<file path="config.mk">
export PLATFORM = sky130hd
export DESIGN_NAME = eth_rx_manchester
export DESIGN_NICKNAME = d
export VERILOG_FILES = /design/src/rtl/eth_rx_manchester.sv
export SDC_FILE = /design/constraint.sdc
export NUM_CORES = 1
export LEC_CHECK = 0
export ABC_AREA = 0
export BUFFER_PORTS_ARGS = -buffer_cell sky130_fd_sc_hd__buf_2
export CELL_PAD_IN_SITES_DETAIL_PLACEMENT = 2
export CELL_PAD_IN_SITES_GLOBAL_PLACEMENT = 2
export CORE_AREA = 5 5 135 137
export CTS_BUF_LIST = sky130_fd_sc_hd__clkbuf_8
export DETAILED_ROUTE_END_ITERATION = 16
export DIE_AREA = 0 0 140 142
export PLACE_DENSITY = 0.88
export SLEW_MARGIN = 20
export SYNTH_ARGS = -nofsm -noshare
export SYNTH_HDL_FRONTEND = slang
export SYNTH_SLANG_ARGS = --single-unit
</file>
<file path="constraint.sdc">
create_clock -name CLK -period 3.9 [get_ports CLK]
set_input_delay 0.585 -clock CLK [delete_from_list [all_inputs] [get_ports CLK]]
set_output_delay 0.585 -clock CLK [all_outputs]
set_load 0.005 [all_outputs]
</file>
<file path="src/rtl/eth_rx_manchester.sv">
// Oversampled 10BASE-T Manchester receiver: preamble/SFD hunt, LSB-first byte assembly, frame-end marking.
// Latency: bit decided 3 cycles after an rx_in edge; byte n enters the FIFO when byte n+1 completes (final byte on carrier loss).
// Backpressure: out_valid/out_ready on the FIFO head; a push into a full FIFO is dropped and sets sticky overflow.

module eth_rx_manchester_fifo #(
    parameter int WIDTH = 9,
    parameter int DEPTH = 16
) (
    input  logic             clk,
    input  logic             rst_n,
    input  logic             push_vld,
    input  logic [WIDTH-1:0] push_dat,
    output logic             head_vld,
    input  logic             head_rdy,
    output logic [WIDTH-1:0] head_dat,
    output logic             drop
);
    localparam int PW = $clog2(DEPTH);
    localparam int CW = PW + 1;
    localparam logic [CW-1:0] FULL_CNT = CW'(DEPTH);

    logic [WIDTH-1:0] mem [DEPTH];
    logic [PW-1:0]    wr_ptr;
    logic [PW-1:0]    rd_ptr;
    logic [CW-1:0]    count;
    logic             full;
    logic             pop;
    logic             push_ok;

    assign full     = (count == FULL_CNT);
    assign head_vld = (count != '0);
    assign pop      = head_vld & head_rdy;
    // A simultaneous pop frees the slot, so a push into a full FIFO still lands.
    assign push_ok  = push_vld & (~full | pop);
    assign drop     = push_vld & full & ~pop;
    assign head_dat = head_vld ? mem[rd_ptr] : '0;

    always_ff @(posedge clk or negedge rst_n) begin
        if (!rst_n) begin
            wr_ptr <= '0;
            rd_ptr <= '0;
            count  <= '0;
        end else begin
            if (push_ok) begin
                wr_ptr <= wr_ptr + PW'(1);
            end
            if (pop) begin
                rd_ptr <= rd_ptr + PW'(1);
            end
            if (push_ok && !pop) begin
                count <= count + CW'(1);
            end else if (pop && !push_ok) begin
                count <= count - CW'(1);
            end
        end
    end

    always_ff @(posedge clk) begin
        if (push_ok) begin
            mem[wr_ptr] <= push_dat;
        end
    end
endmodule

module eth_rx_manchester #(
    parameter int OVERSAMPLE   = 8,
    parameter int FIFO_DEPTH   = 16,
    parameter int MIN_PREAMBLE = 16,
    parameter int IDLE_BITS    = 2
) (
    input  logic       CLK,
    input  logic       RST_N,
    input  logic       rx_in,
    output logic [7:0] out_data,
    output logic       out_last,
    output logic       out_valid,
    input  logic       out_ready,
    output logic       overflow,
    output logic       activity
);
    localparam int LOSS    = OVERSAMPLE * IDLE_BITS;
    localparam int MID_THR = (3 * OVERSAMPLE) / 4;
    localparam int SW      = $clog2(LOSS + 1);
    localparam int AW      = $clog2(MIN_PREAMBLE + 1);
    localparam logic [SW-1:0] LOSS_V  = SW'(LOSS);
    localparam logic [SW-1:0] THR_V   = SW'(MID_THR);
    localparam logic [AW-1:0] ALT_MAX = AW'(MIN_PREAMBLE);

    typedef enum logic [1:0] {
        ST_IDLE,
        ST_PREAMBLE,
        ST_HUNT,
        ST_DATA
    } state_t;

    typedef struct packed {
        logic       last;
        logic [7:0] data;
    } rx_entry_t;

    logic       sync_a;
    logic       sync_b;
    logic       line_q;
    logic       edge_q;
    logic       bit_q;
    logic [2:0] primed;

    // primed masks the edge detector until the synchroniser holds real line samples.
    always_ff @(posedge CLK or negedge RST_N) begin
        if (!RST_N) begin
            sync_a <= 1'b0;
            sync_b <= 1'b0;
            line_q <= 1'b0;
            edge_q <= 1'b0;
            bit_q  <= 1'b0;
            primed <= '0;
        end else begin
            sync_a <= rx_in;
            sync_b <= sync_a;
            line_q <= sync_b;
            primed <= {primed[1:0], 1'b1};
            edge_q <= primed[2] & (sync_b ^ line_q);
            bit_q  <= sync_b;
        end
    end

    state_t         state;
    state_t         state_nxt;
    logic [SW-1:0]  since_edge;
    logic [SW-1:0]  since_nxt;
    logic [AW-1:0]  alt_cnt;
    logic [AW-1:0]  alt_nxt;
    logic           prev_bit;
    logic           prev_nxt;
    logic [2:0]     bit_cnt;
    logic [2:0]     bcnt_nxt;
    logic [7:0]     shift_q;
    logic [7:0]     shift_nxt;
    logic [7:0]     stage_dat;
    logic [7:0]     stage_dat_nxt;
    logic           stage_full;
    logic           stage_full_nxt;
    logic           mid_edge;
    logic           carrier_loss;
    logic           push_vld;
    rx_entry_t      push_dat;
    rx_entry_t      head_dat;
    logic           drop;

    // Edges arriving well before a full bit time are bit-boundary transitions.
    assign mid_edge     = edge_q & ((state == ST_IDLE) | (since_edge >= THR_V));
    assign carrier_loss = (state != ST_IDLE) & (since_edge == LOSS_V);
    assign activity     = (state != ST_IDLE);

    always_ff @(posedge CLK or negedge RST_N) begin
        if (!RST_N) begin
            state      <= ST_IDLE;
            since_edge <= LOSS_V;
            alt_cnt    <= '0;
            prev_bit   <= 1'b0;
            bit_cnt    <= '0;
            shift_q    <= '0;
            stage_dat  <= '0;
            stage_full <= 1'b0;
        end else begin
            state      <= state_nxt;
            since_edge <= since_nxt;
            alt_cnt    <= alt_nxt;
            prev_bit   <= prev_nxt;
            bit_cnt    <= bcnt_nxt;
            shift_q    <= shift_nxt;
            stage_dat  <= stage_dat_nxt;
            stage_full <= stage_full_nxt;
        end
    end

    always_comb begin
        state_nxt      = state;
        alt_nxt        = alt_cnt;
        prev_nxt       = prev_bit;
        bcnt_nxt       = bit_cnt;
        shift_nxt      = shift_q;
        stage_dat_nxt  = stage_dat;
        stage_full_nxt = stage_full;
        push_vld       = 1'b0;
        push_dat       = '0;

        if (mid_edge) begin
            since_nxt = SW'(1);
        end else if (since_edge == LOSS_V) begin
            since_nxt = LOSS_V;
        end else begin
            since_nxt = since_edge + SW'(1);
        end

        case (state)
            ST_IDLE: begin
                if (mid_edge) begin
                    state_nxt = ST_PREAMBLE;
                    alt_nxt   = AW'(1);
                    prev_nxt  = bit_q;
                end
            end
            ST_PREAMBLE: begin
                if (carrier_loss) begin
                    state_nxt = ST_IDLE;
                end else if (mid_edge) begin
                    prev_nxt = bit_q;
                    if (bit_q != prev_bit) begin
                        if (alt_cnt != ALT_MAX) begin
                            alt_nxt = alt_cnt + AW'(1);
                        end
                    end else if (bit_q) begin
                        // "11" is the SFD tail; only trust it after enough alternation.
                        if (alt_cnt >= ALT_MAX) begin
                            state_nxt = ST_DATA;
                            bcnt_nxt  = '0;
                        end else begin
                            state_nxt = ST_HUNT;
                        end
                    end else begin
                        alt_nxt = AW'(1);
                    end
                end
            end
            ST_HUNT: begin
                if (carrier_loss) begin
                    state_nxt = ST_IDLE;
                end
            end
            ST_DATA: begin
                if (carrier_loss) begin
                    state_nxt      = ST_IDLE;
                    push_vld       = stage_full;
                    push_dat.last  = 1'b1;
                    push_dat.data  = stage_dat;
                    stage_full_nxt = 1'b0;
                end else if (mid_edge) begin
                    shift_nxt = {bit_q, shift_q[7:1]};
                    bcnt_nxt  = bit_cnt + 3'd1;
                    // One byte of lookahead lets the final byte carry last=1.
                    if (bit_cnt == 3'd7) begin
                        push_vld       = stage_full;
                        push_dat.last  = 1'b0;
                        push_dat.data  = stage_dat;
                        stage_dat_nxt  = {bit_q, shift_q[7:1]};
                        stage_full_nxt = 1'b1;
                    end
                end
            end
            default: begin
                state_nxt = ST_IDLE;
            end
        endcase
    end

    eth_rx_manchester_fifo #(
        .WIDTH ($bits(rx_entry_t)),
        .DEPTH (FIFO_DEPTH)
    ) u_fifo (
        .clk      (CLK),
        .rst_n    (RST_N),
        .push_vld (push_vld),
        .push_dat (push_dat),
        .head_vld (out_valid),
        .head_rdy (out_ready),
        .head_dat (head_dat),
        .drop     (drop)
    );

    assign out_data = head_dat.data;
    assign out_last = head_dat.last;

    always_ff @(posedge CLK or negedge RST_N) begin
        if (!RST_N) begin
            overflow <= 1'b0;
        end else if (drop) begin
            overflow <= 1'b1;
        end
    end
endmodule

</file>
### Yosys cells after proc, flatten, opt, wreduce, memory -nomap -nowiden

Memory sizes are Yosys's and may differ from the RTL's.
Cells that the tools add are included.
Widths: inputs -> output; s select.

| word-level totals | value |
|---|---|
| register bits after elaboration | 54 |
| ROM bits | 0 |
| memories kept | 1 |
| bits of input ports | 4 |
| latch bits | 0 |
| bits in writable memories | 144 |

Memories:

| memory | depth | bits a word | rd ports | clocked after memory_dff | wr ports | RTL line | text |
|---|---|---|---|---|---|---|---|
| u_fifo.mem | 16 | 9 | 1 | 0 | 1 | 22 | `logic [WIDTH-1:0] mem [DEPTH];` |

| operators by class | value |
|---|---|
| equality and inequality tests | 22 |
| bitwise gates (word level) | 13 |
| reduce and logical (&&, ||, !) cells | 20 |
| add/sub/neg operators | 7 |
| $lt $le $gt $ge | 2 |
| $mul | 0 |
| divide/modulo/power cells | 0 |
| shifts and indexed selects | 0 |
| muxes and demuxes | 44 |

Operators with widths:

| operator | number |
|---|---|
| $mux 5 | 10 |
| $mux 9 | 3 |
| $mux 3 | 7 |
| $mux 8 | 2 |
| $ne 2x2->1 const B | 8 |
| $add 5x1->5 const B | 3 |
| $ne 3x3->1 const B | 5 |
| $mux 1 | 12 |
| $mux 2 | 6 |
| $reduce_bool 2->1 | 6 |
| $eq 5x5->1 const B | 2 |
| $pmux 5 s2 | 1 |
| $add 4x1->4 const B | 2 |
| $reduce_and 8->1 | 1 |
| $and 1x1->1 | 7 |
| $pmux 2 s3 | 1 |
| $pmux 3 s2 | 1 |
| $reduce_and 3->1 | 2 |
| $reduce_and 6->1 | 1 |
| $ge 5x3->1 const B | 1 |
| $ge 5x5->1 const B | 1 |
| $ne 5x5->1 const B | 1 |
| $reduce_and 5->1 | 1 |
| $reduce_bool 5->1 | 1 |
| 17 further kinds | 23 |

### Depth between registers and ports, before layout

| depth | value |
|---|---|
| depth in word-level cells | 11 |
| depth in mapped cells | 14 |

### Modules after synthesis

A second synthesis with hierarchy kept.

| unflattened totals | value |
|---|---|
| cell total of the unflattened synthesis | 477 |
| area total of the unflattened synthesis | 8356.8 µm² |

Modules (own cells, without submodules):

| module | area each (µm²) | cells each | times used |
|---|---|---|---|
| eth_rx_manchester_fifo | 6446.2 | 324 | 1 |
| eth_rx_manchester | 1910.6 | 153 | 1 |

### Least setup slack after synthesis

Ideal clock, no wire load.

| timing path | value |
|---|---|
| kind | reg2reg |
| from | register since_edge[0] |
| to | register u_fifo.count[4] |
| path slack | 905 ps |
| library setup time | 123 ps |
| period minus slack after synthesis | 2995 ps |
| data required time | 3777 ps |
| cell stages (with the launch flop) | 15 |
| arrival | 2872 ps |
| cells stage by stage | dfrtp_1 > inv_1 > ha_1 > o21a_2 > o41a_2 > buf_6 > o211a_2 > ha_1 > inv_1 > ha_1 > a21o_1 > a21oi_1 > xnor2_1 > nor2_1 > xnor2_1 |

| between the ends | value |
|---|---|
| cells in the longest elaborated chain, start to end | 10 |
| elaborated cells on any way between the ends | 14 |

Ends and longest elaborated chain:

| element | RTL line | text |
|---|---|---|
| start: declaration | 129 | `logic [SW-1:0] since_edge;` |
| start signal: assignment | 167 | `since_edge <= since_nxt;` |
| $ge 5x3->1 | 151 | `assign mid_edge = edge_q & ((state == ST_IDLE) \| (since_edge >= THR_V));` |
| $or 1x1->1 | 151 |  |
| $and 1x1->1 | 151 |  |
| $mux 1 | 238 | `end else if (mid_edge) begin` |
| $mux 1 (*) | 232 | `if (carrier_loss) begin` |
| $mux 1 (*) | 196 | `case (state)` |
| $and 1x1->1 (*) | 34 | `assign push_ok = push_vld & (~full \| pop);` |
| net u_fifo.push_ok | 28 | `logic push_ok;` |
| $logic_not 1->1 | 52 | `end else if (pop && !push_ok) begin` |
| $logic_and 1x1->1 | 52 |  |
| $reduce_bool 2->1 (no line) | - |  |
| end signal: assignment | 51 | `count <= count + CW'(1);` |
| end signal: assignment | 53 | `count <= count - CW'(1);` |
| end: declaration | 25 | `logic [CW-1:0] count;` |

The timed path passes the listed nets; every way through them passes the cells marked *.
A chain may end at the register's enable or synchronous reset.

### Final worst setup path

Ends and elaborated chain as after synthesis.

==> impl_metrics.toml <==
[outcome]
result_of_the_run = "completed"

[clocking]
cts_buffers = 17
cts_htree_levels = 4
cts_max_path_bufs = 2
cts_tree = "done"
cts_resized = 0
clock-root-buffer = "sky130_fd_sc_hd__clkbuf_8"
worst_skew_pair.late_latency_ps = 460
numClockSinks = 197
postCtsSetupRepairBufs = 0
cts.reportedPaths.clkPinSlew_ps = 100
cts_hold_repair.buffers = 0

[floorplanning]
floorplan.core_area_sq_um = 16940
die_height_um = 142
die_area_sq_um = 19880
placementRows = 48
floorplan.initialDensity_pct = 48.49
floorplan.die.width_um = 140
count_of_boundary_i_o_pins = 16

[grt]
grt_overflow = 0
globalRouteTotalUtil_pct = 21.36
grt_first_pass_wirelength_um = 30860
grt_pass1_vias = 4812
antenna_found_initial = 0
grt_start_max_net_pins = 37

[power]
power_density_nw_per_um2 = 553.5
report.power.total_w = 0.004906
peakVddDrop_v = 0.0002943
total_leakage_power_nw = 3.023

[sta]
fin_worst_skew_ps = 15.11
max_freq_mhz = 292.5
final_min_period_over_clock_period_pct = 87.68
tightestPinTransition_ps = 1074
post-route-min-period_ps = 3419
max-slew-margin-rel_pct = 28.13
final_critical_path_setup_slack_ps = 480.6
drv_slew = 0
fin_tns_setup_ps = 0
hold_viol = 0
grt_setup_unrepaired = "false"
setup_viol_count_final = 0

[detailed_routing]
antenna_violating_nets_post_route = 0
routedWlPerCell_um = 27.58
dr.first_iter.drc_count = 291
drc = 0
firstDrtPassIters = 5
via_count = 4182
wl_um = 19880
via_per_inst = 5.800

[synthesis]
postSynth.topFlopCell = "sky130_fd_sc_hd__edfxtp_1"
yosys_register_bits = 197
post_synth_net_total = 482
syn-mean-instance-area_sq_um = 17.85
postSynth.asyncResetShare_pct = 26.90
seq_area_frac_synth_pct = 68.81
count_of_flip_flops_with_a_built_in_enable_after_synthesis = 144
yosys_warnings = 0
synth_cell_types = 55
synth_area_sq_um = 8213
post_synth_inst_count = 460

[finish]
final_net_count = 505
drive_above_1_share_pct = 25.20
area_delta_synth_final_pct = 7.922
insertedDiodeCount = 0
fraction_of_the_core_area_covered_by_cells_at_the_end_of_the_flow_pct = 52.33
nFillCells = 1526

[critical_path]
critical-path-top-delay-family = "compound AO/OA/AOI/OAI gates"
worst-endpoint-arrival_ps = 3760
timing.critical_path.buf_inv = 2
setup.worst_path.end_class = "flip-flop"
critical-path-max-stage-delay_ps = 530
critical-path-slowest-cell = "sky130_fd_sc_hd__o41a_2"
critPathMaxFanout = 10
path_common_cell = "sky130_fd_sc_hd__ha_1"
crit_required_ps = 4240
path_class = "reg -> reg"
reg2reg_setup_slack_ps = 480
timing.critical_path.cells = "inv_1 -> ha_1 -> o21a_2 -> o41a_2 -> o211a_2 -> ha_1 -> inv_1 -> ha_1 -> a21o_1 -> a21oi_1 -> xnor2_1 -> nor2_1 -> xnor2_1"
crit_path_launch_type = "flip-flop"

[place]
post-dp-hpwl_um = 14020
place.gp.congestion = 0.7864
placement.io_buffers = 15
dpl_worst_slack_ps = 508.7

[hold_path]
min-delay-path-class = "in -> async"

[job]
maxCapViolCount = 0
sequential cells by signal, indices dropped and copies added (netlist names), 2 cells and up:
name and count:
u_fifo.wr_ptr 4, u_fifo.count 5, shift_q 7, primed 3
stage_dat 8, u_fifo.rd_ptr 4, u_fifo.mem 144, bit_cnt 3
since_edge 5, state 2, alt_cnt 5
per-stage QoR:
| step | instance area, sq um | instances | hold WS [ps] |
|---|---|---|---|
| 2_1_floorplan | 8213 | 460 | 289.4 |
| 3_3_place_gp | 8536 | 689 | 335.8 |
| 3_5_place_dp | 8536 | 689 | 337.1 |
| 4_1_cts | 8859 | 721 | 106.3 |
| 5_1_grt | 8864 | 721 | 125.2 |
| 6_report | 8864 | 721 | 124.2 |
where the power goes:
| part | internal (W) | switching [W] |
|---|---|---|
| clock | 0.000446 | 0.000681 |
| combinational | 0.000536 | 0.000629 |
| sequential | 0.00236 | 0.000253 |
final cells by class:
class / count / area [sq um] / share of cell area (%)
Inverter: 13 / 48.80 / 0.5505
Timing Repair Buffer: 21 / 132.6 / 1.496
Clock inverter: 14 / 75.07 / 0.8470
Sequential cell: 197 / 5653 / 63.78
Multi-Input combinational cell: 233 / 2425 / 27.36
Tap cell: 225 / 281.5 / 3.176
Clock buffer: 18 / 247.7 / 2.795
Yosys cell counts, drive strengths merged (4+ instances only):
master / n / share of area, %
nor3: 4 / 0.44
nand3: 10 / 0.61
o22ai: 9 / 0.69
dfrtp: 52 / 16
inv: 13 / 0.59
ha: 17 / 2.6
buf: 13 / 0.94
and2: 17 / 1.3
nor2: 20 / 1.1
a21oi: 4 / 0.38
nand2: 19 / 0.87
xnor2: 9 / 0.96
o21ai: 9 / 0.55
xor2: 6 / 0.64
mux2i: 18 / 2.2
clkbuf: 4 / 0.18
mux4: 36 / 9.9
mux2: 19 / 2.6
edfxtp: 144 / 53
or4: 4 / 0.37
logic make-up (layout without fill, tap and decap cells):
group / Yosys count / in the layout / share of synthesized area (%)
AOI/OAI and AO/OA: 40 / 40 / 4.174
xor gates and xnor gates: 15 / 15 / 1.600
adders and majority gates: 18 / 18 / 2.834
buffers and inverters: 30 / 66 / 1.722
DFF: 197 / 197 / 68.81
muxes: 73 / 73 / 14.67
other: 1 / 1 / 0.04566
and+or+nand+nor: 86 / 86 / 6.140
metal layers:
layer  global-route usage, %  vias to the layer above  share of wire [%]
li1                        -                     1825                  -
met1                   26.60                     2282                 41
met2                   39.48                       66                 55
met3                   3.663                        9                2.4
met4                   4.691                        0               0.87
met5                       0                        -                  0
path summary, 6_finish.rpt:
kind,startpoint,endpoint,cells past startpoint
setup / recovery,since_edge[0],u_fifo.count[4],13
hold / removal,RST_N,sync_a,1
setup reg to reg,since_edge[0],u_fifo.count[4],13
hold reg to reg,primed[1],primed[2],0
max in group asynchronous,RST_N,since_edge[4],2
min in group CLK,rx_in,sync_a,1
placed cells by master (no fill, tap or decap), types with 17 or more instances in the layout:
| cell | instances |
|---|---|
| sky130_fd_sc_hd__edfxtp_1 | 144 |
| sky130_fd_sc_hd__dfrtp_1 | 51 |
| sky130_fd_sc_hd__mux4_2 | 36 |
| sky130_fd_sc_hd__nand2_1 | 19 |
| sky130_fd_sc_hd__mux2_2 | 19 |
| sky130_fd_sc_hd__inv_1 | 18 |
| sky130_fd_sc_hd__mux2i_1 | 18 |
| sky130_fd_sc_hd__clkbuf_8 | 18 |
| sky130_fd_sc_hd__and2_1 | 17 |
| sky130_fd_sc_hd__ha_1 | 17 |
Note: power is estimated with default switching activity, not from simulation.
